### src/rtl/param_stim_gen.sv
// param_stim_gen: width-parameterised sequential stimulus source.
//
// Steps an internal WIDTH-bit counter from 0 up to LAST_VAL (taken mod 2**WIDTH).
// Each value is offered on a valid/ready handshake. After every accepted transfer
// except the last, the bus is held idle for GAP_CYCLES cycles. One instance can
// drive a consumer of any width in place of hand-written initial-block stepping.
//
// Optional build macro PARAM_STIM_GRAY_EN: when defined, data carries the Gray
// code of the internal counter. Termination still uses the binary counter, so
// the state machine, timing and count are the same in both builds.
//
// Ports:
//   clock  - rising-edge clock
//   reset  - synchronous, active-high reset
//   start  - begin a sequence; only sampled in IDLE or DONE
//   ready  - consumer accepts data this cycle
//   data   - current stimulus value (WIDTH bits)
//   valid  - data is offered
//   done   - sequence complete; sticky until the next start or reset
//   count  - transfers accepted in the current sequence; saturates at 255
module param_stim_gen #(
  parameter int unsigned WIDTH      = 2,
  parameter int unsigned LAST_VAL   = 3,
  parameter int unsigned GAP_CYCLES = 4
) (
  input  logic             clock,
  input  logic             reset,
  input  logic             start,
  input  logic             ready,
  output logic [WIDTH-1:0] data,
  output logic             valid,
  output logic             done,
  output logic [7:0]       count
);

  localparam logic [WIDTH-1:0] LastEff = WIDTH'(LAST_VAL);
  localparam int unsigned GapW = (GAP_CYCLES > 1) ? $clog2(GAP_CYCLES) : 1;
  // Loading GAP_CYCLES-1 and counting down to 0 gives exactly GAP_CYCLES idle cycles.
  localparam logic [GapW-1:0] GapLoad = GapW'((GAP_CYCLES > 0) ? GAP_CYCLES - 1 : 0);

  typedef enum logic [1:0] {StIdle, StOffer, StGap, StDone} state_e;

  state_e           state_q, state_d;
  logic [WIDTH-1:0] bin_q, bin_d;
  logic [7:0]       count_q, count_d;
  logic [GapW-1:0]  gap_q, gap_d;
  logic             valid_q, valid_d;
  logic             done_q, done_d;

  always_comb begin
    state_d = state_q;
    bin_d   = bin_q;
    count_d = count_q;
    gap_d   = gap_q;
    valid_d = valid_q;
    done_d  = done_q;
    case (state_q)
      StIdle, StDone: begin
        if (start) begin
          state_d = StOffer;
          bin_d   = '0;
          count_d = '0;
          done_d  = 1'b0;
          valid_d = 1'b1;
        end
      end
      StOffer: begin
        // valid is always high here, so ready alone marks a transfer.
        if (ready) begin
          count_d = (count_q == 8'hFF) ? count_q : count_q + 8'd1;
          if (bin_q == LastEff) begin
            state_d = StDone;
            valid_d = 1'b0;
            done_d  = 1'b1;
          end else if (GAP_CYCLES == 0) begin
            bin_d = bin_q + 1'b1;
          end else begin
            state_d = StGap;
            valid_d = 1'b0;
            gap_d   = GapLoad;
          end
        end
      end
      StGap: begin
        if (gap_q == '0) begin
          state_d = StOffer;
          bin_d   = bin_q + 1'b1;
          valid_d = 1'b1;
        end else begin
          gap_d = gap_q - 1'b1;
        end
      end
      default: state_d = StIdle;
    endcase
  end

  always_ff @(posedge clock) begin
    if (reset) begin
      state_q <= StIdle;
      bin_q   <= '0;
      count_q <= '0;
      gap_q   <= '0;
      valid_q <= 1'b0;
      done_q  <= 1'b0;
    end else begin
      state_q <= state_d;
      bin_q   <= bin_d;
      count_q <= count_d;
      gap_q   <= gap_d;
      valid_q <= valid_d;
      done_q  <= done_d;
    end
  end

`ifdef PARAM_STIM_GRAY_EN
  assign data = bin_q ^ (bin_q >> 1);
`else
  assign data = bin_q;
`endif

  assign valid = valid_q;
  assign done  = done_q;
  assign count = count_q;

endmodule

### config.mk
export PLATFORM = sky130hd
export DESIGN_NAME = param_stim_gen
export DESIGN_NICKNAME = d
export VERILOG_FILES = /design/src/rtl/param_stim_gen.sv
export SDC_FILE = /design/constraint.sdc
export NUM_CORES = 1
export LEC_CHECK = 0
export BUFFER_PORTS_ARGS = -buffer_cell sky130_fd_sc_hd__buf_2
export CORE_MARGIN = 4
export CORE_UTILIZATION = 52
export CTS_CLUSTER_SIZE = 40
export DETAILED_ROUTE_END_ITERATION = 7
export GPL_TIMING_DRIVEN = 0
export MAX_ROUTING_LAYER = met4
export PLACE_DENSITY = 0.75
export SETUP_SLACK_MARGIN = 0.4
export SKIP_CTS_REPAIR_TIMING = 1
export SLEW_MARGIN = 20
export SYNTH_ARGS = -nofsm -noshare
export SYNTH_HDL_FRONTEND = slang
export SYNTH_SLANG_ARGS = --single-unit
### constraint.sdc
create_clock -name clock -period 2.2 [get_ports clock]
set_clock_uncertainty 0.15 [all_clocks]
set_input_delay 0.11 -clock clock [delete_from_list [all_inputs] [get_ports clock]]
set_output_delay 0.11 -clock clock [all_outputs]
set_load 0.1 [all_outputs]
# Yosys cells after proc, flatten, opt, wreduce, memory -nomap -nowiden
# Index checks and enable logic that the tools add are counted.
# classes
addsub	3
n_eq_ne	12
n_mux	24
reduce_logical	11
# op_table
op	count
two-way mux 8 bit	3
two-way mux 2 bit	8
case mux 8 bit (2 select lines)	1
inequality test 2 bit, second input constant	7
AND reduction 4 bit	3
adder 8 x 1 -> 8 bit, second input constant	1
== test 8 bit, second input constant	1
case mux 2 bit (2 select lines)	2
two-way mux 1 bit	7
== test 2 bit, second input constant	3
case mux 2 bit (3 select lines)	1
AND reduction 3 bit	2
nonzero test 2 bit	3
zero test 2 bit	2
case mux 1 bit (3 select lines)	1
adder 2 x 1 -> 2 bit, second input constant	1
== test 2 x 1 -> 1 bit, second input constant	1
case mux 1 bit (2 select lines)	1
OR reduction 2 bit	1
subtractor 2 x 1 -> 2 bit, second input constant	1
# totals
ff_bits	16
output_inout_bits	12
elab_cells	56

# Longest topological paths before layout
# Gate-level depths: netlist (run 1).
# depth
ltp_word	4
mapped_depth	7

# Worst setup path before layout (run 1)
# No wires, ideal clock.
# synth_path
path_kind	register -> register
start	register count_q[1] (netlist: count[1])
end	register count_q[7] (netlist: count[7])
t_arrival_ps	2134
path_slack_ps	-204
path_stages_with_launch	6
n_path_buf	0
path_cell_list	dfxtp_1 ha_1 nand4_1 o2111ai_1 nor3_1 a211o_1
# synth_via
elab_chain_cells	4
elab_cells_between_ends	7
classes_between	add/sub: 1; eq/ne: 2; mux: 3; reduce/logical: 1
# synth_lines
item	line_no	rtl
from (decl)	45	logic [7:0] count_q, count_d;
from (signal assigned)	108	count_q <= count_d;
adder 8 x 1 -> 8 bit	70	count_d = (count_q == 8'hFF) ? count_q : count_q + 8'd1;
two-way mux 8 bit	70	
two-way mux 8 bit	69	if (ready) begin
case mux 8 bit (2 select lines)	57	case (state_q)
# Parallel ways exist; a longest one is shown, timed or not. The select of a mux whose other input is x is not followed.
# A chain may end at the register's enable or synchronous reset.

# Worst setup path in the final report (run 1)
# layout_path
start	register state_q[0]
end	register bin_q[1] (netlist: data[1])
# layout_via
elab_chain_cells	4
elab_cells_between_ends	9
classes_between	eq/ne: 4; mux: 1; reduce/logical: 4
# layout_lines
item	line_no	rtl
from (decl)	43	state_e state_q, state_d;
from (signal assigned)	99	state_q <= StIdle;
from (signal assigned)	106	state_q <= state_d;
== test 2 bit / zero test 2 bit (equally long branches)	57	
OR reduction 2 bit	57	
inequality test 2 bit (no line) / nonzero test 2 bit (equally long branches)	-	
AND reduction 3 bit (no line)	-	
to (signal assigned)	107	bin_q <= bin_d;
to (decl)	44	logic [WIDTH-1:0] bin_q, bin_d;
# Parallel ways exist; a longest one is shown, timed or not.

==> results.py, run 1 <==
metrics = {
    "die": {
        "die_area_mm2": 0.002540,
        "start_util_pct": 54.73,
        "ioPinCount": 16,
        "core_area_mm2": 0.001708,
        "dieWidth_um": 50.40,
        "rows": 15,
        "fp.dieH_um": 50.40,
    },
    "global_routing": {
        "grt_max_degree": 11,
        "grt.overflow.total": 0,
        "grt_pass1_vias": 845,
        "grt_busiest_layer": "met2",
        "grt_pass1_wl_um": 3650,
        "met3_usage_pct": 2.967,
        "met2_usage_pct": 31.09,
        "track_usage_pct": 19.27,
        "gr-usage-met1_pct": 22.85,
        "antenna_found_initial": 0,
    },
    "cells_and_area": {
        "multi_input_area_um2": 690.7,
        "nFillCells": 132,
        "finish.utilization_pct": 75.53,
        "nets": 156,
        "regArea_um2": 340.3,
        "layout_common_cells": "buf_2 (15), nand3_1 (10), dfxtp_2 (10)",
        "insertedDiodeCount": 0,
        "mostFrequentLayoutCell": "buf_2",
        "drive_above_1_share_pct": 38.36,
        "area_growth_pct": 38.02,
    },
    "timing": {
        "slew_headroom_pct": 67.87,
        "fmaxAchievable_mhz": 555.1,
        "setup-violations-final": 0,
        "hold_viol": 0,
        "rsz0062_at_grt": "yes",
        "final-max-slew-violation-count": 0,
        "fin_setup_tns_ps": 0,
        "post-route-period-util_pct": 81.88,
        "worst-slew-pin-transition_ps": 481.9,
        "min_period_ps": 1801,
    },
    "logic_synthesis": {
        "synth_edf_count": 0,
        "async_reset_ff_share_pct": 0,
        "seq_area_frac_synth_pct": 34.27,
        "ys.flop_type": "dfxtp_1",
        "synth_xor_area_share_pct": 0,
        "synthAdderAreaFrac_pct": 6.693,
        "ys_ff_latch": 16,
        "synth_top_family_by_area": "simple AND/OR/NAND/NOR gates",
        "synth.net_count": 127,
        "syn_inst": 118,
        "synth.top_cell.area_share_pct": 34.27,
        "syn-mean-instance-area_um2": 7.921,
        "synth_compound_area_share_pct": 23.43,
        "synth_warnings": 0,
        "yosys.area_share.simple_pct": 29.59,
        "synth.distinct_cells": 31,
        "synthMuxAreaShare_pct": 2.142,
        "synth.area.top_cells": "dfxtp_1 (34%), ha_1 (6.7%), nand3_1 (5.4%)",
        "netlist_area_um2": 934.6,
        "synth_top_cell_by_area": "dfxtp_1",
    },
    "drt": {
        "wirelength_um": 2387,
        "wl_per_cell_um": 13.96,
        "ant_nets": 0,
        "dr.pass1.iters": 4,
        "drc": 0,
        "vias": 1000,
        "vias_per_cell": 5.848,
        "drt_iter0_drc": 24,
    },
    "critical_path": {
        "crit_fanout": 6,
        "cp-end-kind": "flip-flop",
        "rr_worst_depth": 9,
        "start_kind": "flip-flop",
        "critPathKind": "flip-flop to flip-flop",
        "cp.required_ps": 2200,
        "cp.arrival_ps": 1800,
    },
    "power": {
        "power_leakage_nw": 0.5147,
        "irDropWorstVdd_mv": 0.6993,
        "power_density_mw_per_mm2": 1027,
    },
    "status": {
        "outcome": "completed",
    },
    "clocking": {
        "root_buffer": "clkbuf_4",
        "cts_buffers": 3,
        "clockBufferDepth": 2,
        "clock_latency_ps": 280,
        "cts_tree": "done",
        "clkTransAtPathRegs_ps": 90,
        "cts_sinks": 16,
        "h-tree-depth": 1,
    },
    "placement": {
        "port_buffers": 15,
        "dp_hpwl_um": 1624,
        "routabilityCongestion": 0.8671,
    },
    "min_path": {
        "min_path_cells": 4,
        "hp-class": "input pin to flip-flop",
    },
    "job": {
        "cap_violations": 0,
    },
}
## per-layer routing
| layer | up-vias | share of wire, % |
|---|---|---|
| met1 | 469 | 44 |
| li1 | 493 | - |
| met2 | 30 | 49 |
| met4 | 0 | 2.9 |
| met3 | 8 | 4.4 |
| met5 | - | 0 |
## registers in the layout, summed over array words and instances (netlist names)
signal and count:
count 8, state_q 2, data 2, gap_q 2, done 1, valid 1
## cell type report
cell class,count,area share (%)
multi-input cells,93,53.54
clock buffers,4,2.037
repair buffers,24,11.54
well taps,25,2.425
inverters,6,1.746
plain buffers,3,2.328
flip-flops and latches,16,26.38
## critical path, cell delays in order (launching register included)
cell,delay [ps]
dfxtp_2,370
inv_2,60
ha_4,310
nand2b_4,60
buf_8,140
buf_6,110
buf_4,130
and3_4,170
o21ai_2,110
a21oi_1,70
## power breakdown
part,switching (mW),internal [mW]
Combinational,0.453,0.348
Clock,0.0874,0.0704
Sequential,0.0320,0.334
Total,0.572,0.752
## kinds of logic after synthesis
kind of cell	after synthesis
buf+inv	9
flops	16
simple gates	53
compound gates	33
mux	2
fa+ha+maj	5
## Yosys cell counts, types with 2 or more instances
master / n
and2_1: 2
inv_1: 6
nor2_1: 8
a211o_1: 2
dfxtp_1: 16
a31oi_1: 6
buf_2: 2
nand3b_1: 2
mux2i_1: 2
and3_1: 2
nand3_1: 10
nand4_1: 2
nand2b_1: 7
ha_1: 5
o21ai_0: 9
a21oi_1: 8
nand2_1: 9
nor3_1: 7
## worst paths after layout
kind,start,endpoint,slack (ps)
hold reg to reg,data[1],data[1],320
setup / recovery,state_q[0],data[1],400
setup reg to reg,state_q[0],data[1],400
hold / removal,start,done,20
## through the flow
step	cell area (µm²)	hold slack (ps)	setup WS [ps]	std cells	power, mW
floorplan	975.9	22.00	385.8	118	0.7934
global placement	1082	204.0	311.7	158	0.8830
detailed placement	1082	193.0	226.9	158	0.9029
CTS	1109	-111.6	217.7	162	1.062
global route	1290	35.19	329.1	171	1.408
finish	1290	18.13	398.6	171	1.324
Power figures use the tool's default switching activity.
==> inputs of run 2 (changes only) <==
--- a/config.mk
+++ b/config.mk
@@ -5,6 +5,7 @@
 export SDC_FILE = /design/constraint.sdc
 export NUM_CORES = 1
 export LEC_CHECK = 0
+export ABC_AREA = 1
 export BUFFER_PORTS_ARGS = -buffer_cell sky130_fd_sc_hd__buf_2
 export CORE_MARGIN = 4
 export CORE_UTILIZATION = 52
==> constraint.sdc (replaced) <==
create_clock -name clock -period 1.8 [get_ports clock]
set_clock_uncertainty 0.15 [all_clocks]
set_input_delay 0.09 -clock clock [delete_from_list [all_inputs] [get_ports clock]]
set_output_delay 0.09 -clock clock [all_outputs]
set_load 0.1 [all_outputs]
==> results.py, run 2 <==
metrics = {
    "die": {
        "die_area_mm2": 0.002571,
        "dieWidth_um": 50.71,
        "fp.dieH_um": 50.71,
        "rows": 15,
        "start_util_pct": 54.93,
        "ioPinCount": 16,
        "core_area_mm2": 0.001727,
    },
    "timing": {
        "slew_headroom_pct": 67.57,
        "hold_viol": 0,
        "setup-violations-final": 0,
        "fin_setup_tns_ps": 0,
        "fmaxAchievable_mhz": 632.3,
        "post-route-period-util_pct": 87.86,
        "layout_setup_ws_ps": 218.4,
        "rsz0062_at_grt": "yes",
        "min_period_ps": 1582,
        "whs_ps": 28.79,
        "final-max-slew-violation-count": 0,
        "worst-slew-pin-transition_ps": 489.9,
    },
    "critical_path": {
        "cp.arrival_ps": 1650,
        "cp-end-kind": "flip-flop",
        "start_kind": "flip-flop",
        "cp.required_ps": 1870,
        "critPathKind": "flip-flop to flip-flop",
        "crit_fanout": 5,
    },
    "drt": {
        "ant_nets": 0,
        "wirelength_um": 2464,
        "drc": 0,
        "drt_iter0_drc": 24,
        "vias": 944,
        "wl_per_cell_um": 13.25,
        "dr.pass1.iters": 5,
        "vias_per_cell": 5.075,
    },
    "logic_synthesis": {
        "seq_area_frac_synth_pct": 33.77,
        "synthTopCellsByCount": "nand2_1 (28), inv_1 (24), dfxtp_1 (16)",
        "syn-mean-instance-area_um2": 7.078,
        "synth_edf_count": 0,
        "synth.net_count": 143,
        "synth.most_common_cell": "nand2_1",
        "synth_top_cell_by_area": "dfxtp_1",
        "netlist_area_um2": 948.4,
        "ys_ff_latch": 16,
        "synth.area.top_cells": "dfxtp_1 (34%), nand2_1 (11%), inv_1 (9.5%)",
        "synth.distinct_cells": 23,
        "synth_warnings": 0,
        "syn_inst": 134,
        "async_reset_ff_share_pct": 0,
        "synth.top_cell.area_share_pct": 33.77,
        "ys.flop_type": "dfxtp_1",
    },
    "cells_and_area": {
        "multi_input_area_um2": 645.6,
        "finish.utilization_pct": 78.55,
        "drive_above_1_share_pct": 47.83,
        "regArea_um2": 359.1,
        "nets": 171,
        "insertedDiodeCount": 0,
        "mostFrequentLayoutCell": "inv_1",
        "area_growth_pct": 43.01,
        "nFillCells": 122,
        "layout_common_cells": "inv_1 (20), nand2_1 (19), buf_2 (15), a21oi_1 (13), dfxtp_4 (9)",
        "largest_reg_flops": 8,
        "stdcell_count": 186,
    },
    "power": {
        "power_density_mw_per_mm2": 1480,
        "irDropWorstVdd_mv": 1.078,
        "power_leakage_nw": 0.5995,
    },
    "placement": {
        "port_buffers": 14,
        "post-place-cells": 173,
        "post-place-ws_ps": 203.8,
        "dp_hpwl_um": 1591,
        "routabilityCongestion": 0.8340,
    },
    "job": {
        "cap_violations": 0,
    },
    "clocking": {
        "root_buffer": "clkbuf_4",
        "clockBufferDepth": 2,
        "cts_sinks": 16,
        "cts_tree": "done",
        "clkTransAtPathRegs_ps": 100,
        "cts_buffers": 3,
        "clock_latency_ps": 290,
        "h-tree-depth": 1,
    },
    "min_path": {
        "hp-class": "input pin to flip-flop",
    },
    "global_routing": {
        "track_usage_pct": 18.27,
        "grt_max_degree": 11,
        "antenna_found_initial": 0,
        "grt_pass1_vias": 839,
        "grt_pass1_wl_um": 3539,
        "grt.overflow.total": 0,
    },
    "status": {
        "outcome": "completed",
    },
}
-- run 2: cells by family after synthesis --
kind of cell	count (synthesis)	share of synthesized area (%)
compound gates	26	14.78
simple gates	58	31.14
buf+inv	28	12.80
flops	16	33.77
xor+xnor	1	0.9237
fa+ha+maj	5	6.596
-- run 2: routing by layer --
| metal | track usage [%] | part of all wire, % | vias up |
|---|---|---|---|
| li1 | - | - | 490 |
| met1 | 23.23 | 45 | 426 |
| met2 | 29.35 | 49 | 24 |
| met3 | 2.671 | 4.8 | 4 |
| met4 | 6.726 | 0.97 | 0 |
| met5 | - | 0 | - |
-- run 2: cell type report --
type	count	area share (%)
inverter	25	7.934
multi-input combinational	90	47.60
tap	25	2.306
buffer	3	2.491
timing repair buffer	23	11.25
sequential	16	26.48
clock buffer	4	1.937
-- run 2: worst paths after layout --
path,start,to,slack (ps),cells past startpoint
worst max-delay path,state_q[0],state_q[0],220,9
worst min register to register,valid,valid,310,2
worst min-delay path,reset,count[7],30,2
worst max register to register,state_q[0],state_q[0],220,9
-- run 2: where the power goes --
group	switching (mW)	internal (mW)	total, mW	leakage (nW)
clock	0.119	0.0862	0.205	0.0150
combinational	0.791	0.510	1.30	0.445
sequential	0.0679	0.433	0.501	0.139
-- run 2: worst max-delay path: stages (launching register included) --
cell and delay, ps:
dfxtp_4 390, inv_4 40, ha_4 280, nand2_4 50
nand2_4 80, clkinv_4 70, buf_8 140, nand2_4 70
o21ai_2 60, a21oi_1 160
-- run 2: stage by stage --
stage	total power, mW	instance area, µm²
2_1_floorplan	1.293	1062
3_3_place_gp	1.419	1164
3_5_place_dp	1.458	1164
4_1_cts	1.658	1190
5_1_grt	2.128	1356
6_report	2.007	1356
==> inputs of run 3 (changes only) <==
--- a/config.mk
+++ b/config.mk
@@ -8,12 +8,11 @@
 export ABC_AREA = 1
 export BUFFER_PORTS_ARGS = -buffer_cell sky130_fd_sc_hd__buf_2
 export CORE_MARGIN = 4
-export CORE_UTILIZATION = 52
+export CORE_UTILIZATION = 25
 export CTS_CLUSTER_SIZE = 40
 export DETAILED_ROUTE_END_ITERATION = 7
 export GPL_TIMING_DRIVEN = 0
 export MAX_ROUTING_LAYER = met4
-export PLACE_DENSITY = 0.75
 export SETUP_SLACK_MARGIN = 0.4
 export SKIP_CTS_REPAIR_TIMING = 1
 export SLEW_MARGIN = 20
==> results.py, run 3 (synthesized netlist as in run 2, its figures left out) <==
metrics = {
    "timing": {
        "rsz0062_at_grt": "yes",
        "fmaxAchievable_mhz": 640.5,
        "whs_ps": 98.75,
        "setup-violations-final": 0,
        "worst-slew-pin-transition_ps": 486.3,
        "post-route-period-util_pct": 86.74,
        "hold_viol": 0,
        "slew_headroom_pct": 67.58,
        "final-max-slew-violation-count": 0,
        "min_period_ps": 1561,
        "layout_setup_ws_ps": 238.7,
        "fin_setup_tns_ps": 0,
    },
    "critical_path": {
        "rr_worst_depth": 9,
        "crit_fanout": 8,
        "cp-end-kind": "flip-flop",
        "cp.arrival_ps": 1550,
        "start_kind": "flip-flop",
        "r2r-start": "state_q[1]",
        "reg2reg_to": "count[3]",
        "critPathKind": "flip-flop to flip-flop",
        "r2r_setup_slack_ps": 240,
        "cp.required_ps": 1790,
    },
    "global_routing": {
        "track_usage_pct": 9.592,
        "grt_pass1_vias": 849,
        "grt_pass1_wl_um": 3684,
        "grt.overflow.total": 0,
        "grt_max_degree": 11,
        "antenna_found_initial": 0,
    },
    "die": {
        "die_area_mm2": 0.004843,
        "start_util_pct": 25.91,
        "dieWidth_um": 69.59,
        "fp.dieH_um": 69.59,
        "ioPinCount": 16,
        "core_area_mm2": 0.003661,
        "rows": 22,
    },
    "clocking": {
        "root_buffer": "clkbuf_8",
        "cts_buffers": 3,
        "clock_latency_ps": 260,
        "clockBufferDepth": 2,
        "h-tree-depth": 1,
        "clkTransAtPathRegs_ps": 70,
        "cts_sinks": 16,
        "cts_tree": "done",
    },
    "placement": {
        "dp_hpwl_um": 1637,
        "port_buffers": 14,
        "routabilityCongestion": 0.8078,
        "post-place-ws_ps": 202.3,
        "post-place-cells": 196,
        "dpl_cell_area_mm2": 0.001192,
    },
    "cells_and_area": {
        "insertedDiodeCount": 0,
        "largest_reg_flops": 8,
        "drive_above_1_share_pct": 48.13,
        "mostFrequentLayoutCell": "nand2_1",
        "area_growth_pct": 46.83,
        "stdcell_count": 208,
        "layout_common_cells": "nand2_1 (22), inv_1 (20), buf_2 (14), a21oi_1 (11)",
        "postLayoutCellArea_mm2": 0.001393,
        "nets": 170,
        "nFillCells": 385,
    },
    "drt": {
        "dr.pass1.iters": 4,
        "vias": 919,
        "vias_per_cell": 4.418,
        "drc": 0,
        "drt_iter0_drc": 36,
        "ant_nets": 0,
        "wirelength_um": 2352,
        "wl_per_cell_um": 11.31,
    },
    "min_path": {
        "min_path_cells": 2,
        "hp-class": "input pin to flip-flop",
        "min_from": "reset",
        "min_to": "count[5]",
    },
    "power": {
        "irDropWorstVdd_mv": 0.6650,
        "power_density_mw_per_mm2": 1486,
        "power_leakage_nw": 0.5995,
    },
    "job": {
        "cap_violations": 0,
    },
    "status": {
        "outcome": "completed",
    },
}
==> run 3: cell count changes in the layout (fill, tap and decap cells not counted), sizes merged <==
| cell | before | now |
|---|---|---|
| buf | 24 | 23 |
==> run 3: cell type report <==
class / count / area, µm² / share of cell area, %
inverter: 25 / 102.6 / 7.367
buffer: 3 / 33.78 / 2.426
sequential: 16 / 355.3 / 25.52
timing repair buffer: 22 / 147.6 / 10.60
clock buffer: 4 / 45.04 / 3.234
tap: 48 / 60.06 / 4.313
multi-input combinational: 90 / 648.1 / 46.54
==> run 3: worst max path at each step <==
| stage | startpoint | end | slack [ps] | cells after the start |
|---|---|---|---|---|
| 2_1_floorplan | count[1] | count[7] | 220 | 7 |
| 6_report | state_q[1] | count[3] | 240 | 9 |
| 4_1_cts | state_q[1] | count[7] | 200 | 11 |
| 5_1_grt | state_q[1] | count[3] | 160 | 9 |
| 3_5_place_dp | state_q[1] | count[7] | 200 | 11 |
| 3_3_place_gp | state_q[1] | count[5] | 220 | 11 |
==> run 3: through the flow <==
stage	util, %	total power, mW
after floorplan	-	1.293
after global placement	32.57	1.448
after detailed placement	32.57	1.463
after CTS	33.80	1.768
after global routing	38.04	2.218
final	38.04	2.069
==> run 3: layer usage <==
metal	vias up	GRT usage (%)	share of wire [%]
met2	12	16.53	51
met3	3	3.188	3.8
li1	483	-	-
met5	-	-	0
met4	0	1.952	0.43
met1	421	10.82	45
==> run 3: power by group <==
group	total, mW	internal (mW)	leakage [nW]	switching, mW
logic	1.29	0.517	0.438	0.778
clock network	0.288	0.157	0.0228	0.131
registers	0.487	0.430	0.139	0.0573
==> run 3: worst max-delay path, cell delays in order, from the launching register on <==
cell	delay (ps)
dfxtp_2	350
inv_2	50
ha_4	150
buf_8	130
nand2_2	50
inv_2	40
nand3_4	130
nand3_4	150
o21ai_1	190
nor2_2	50
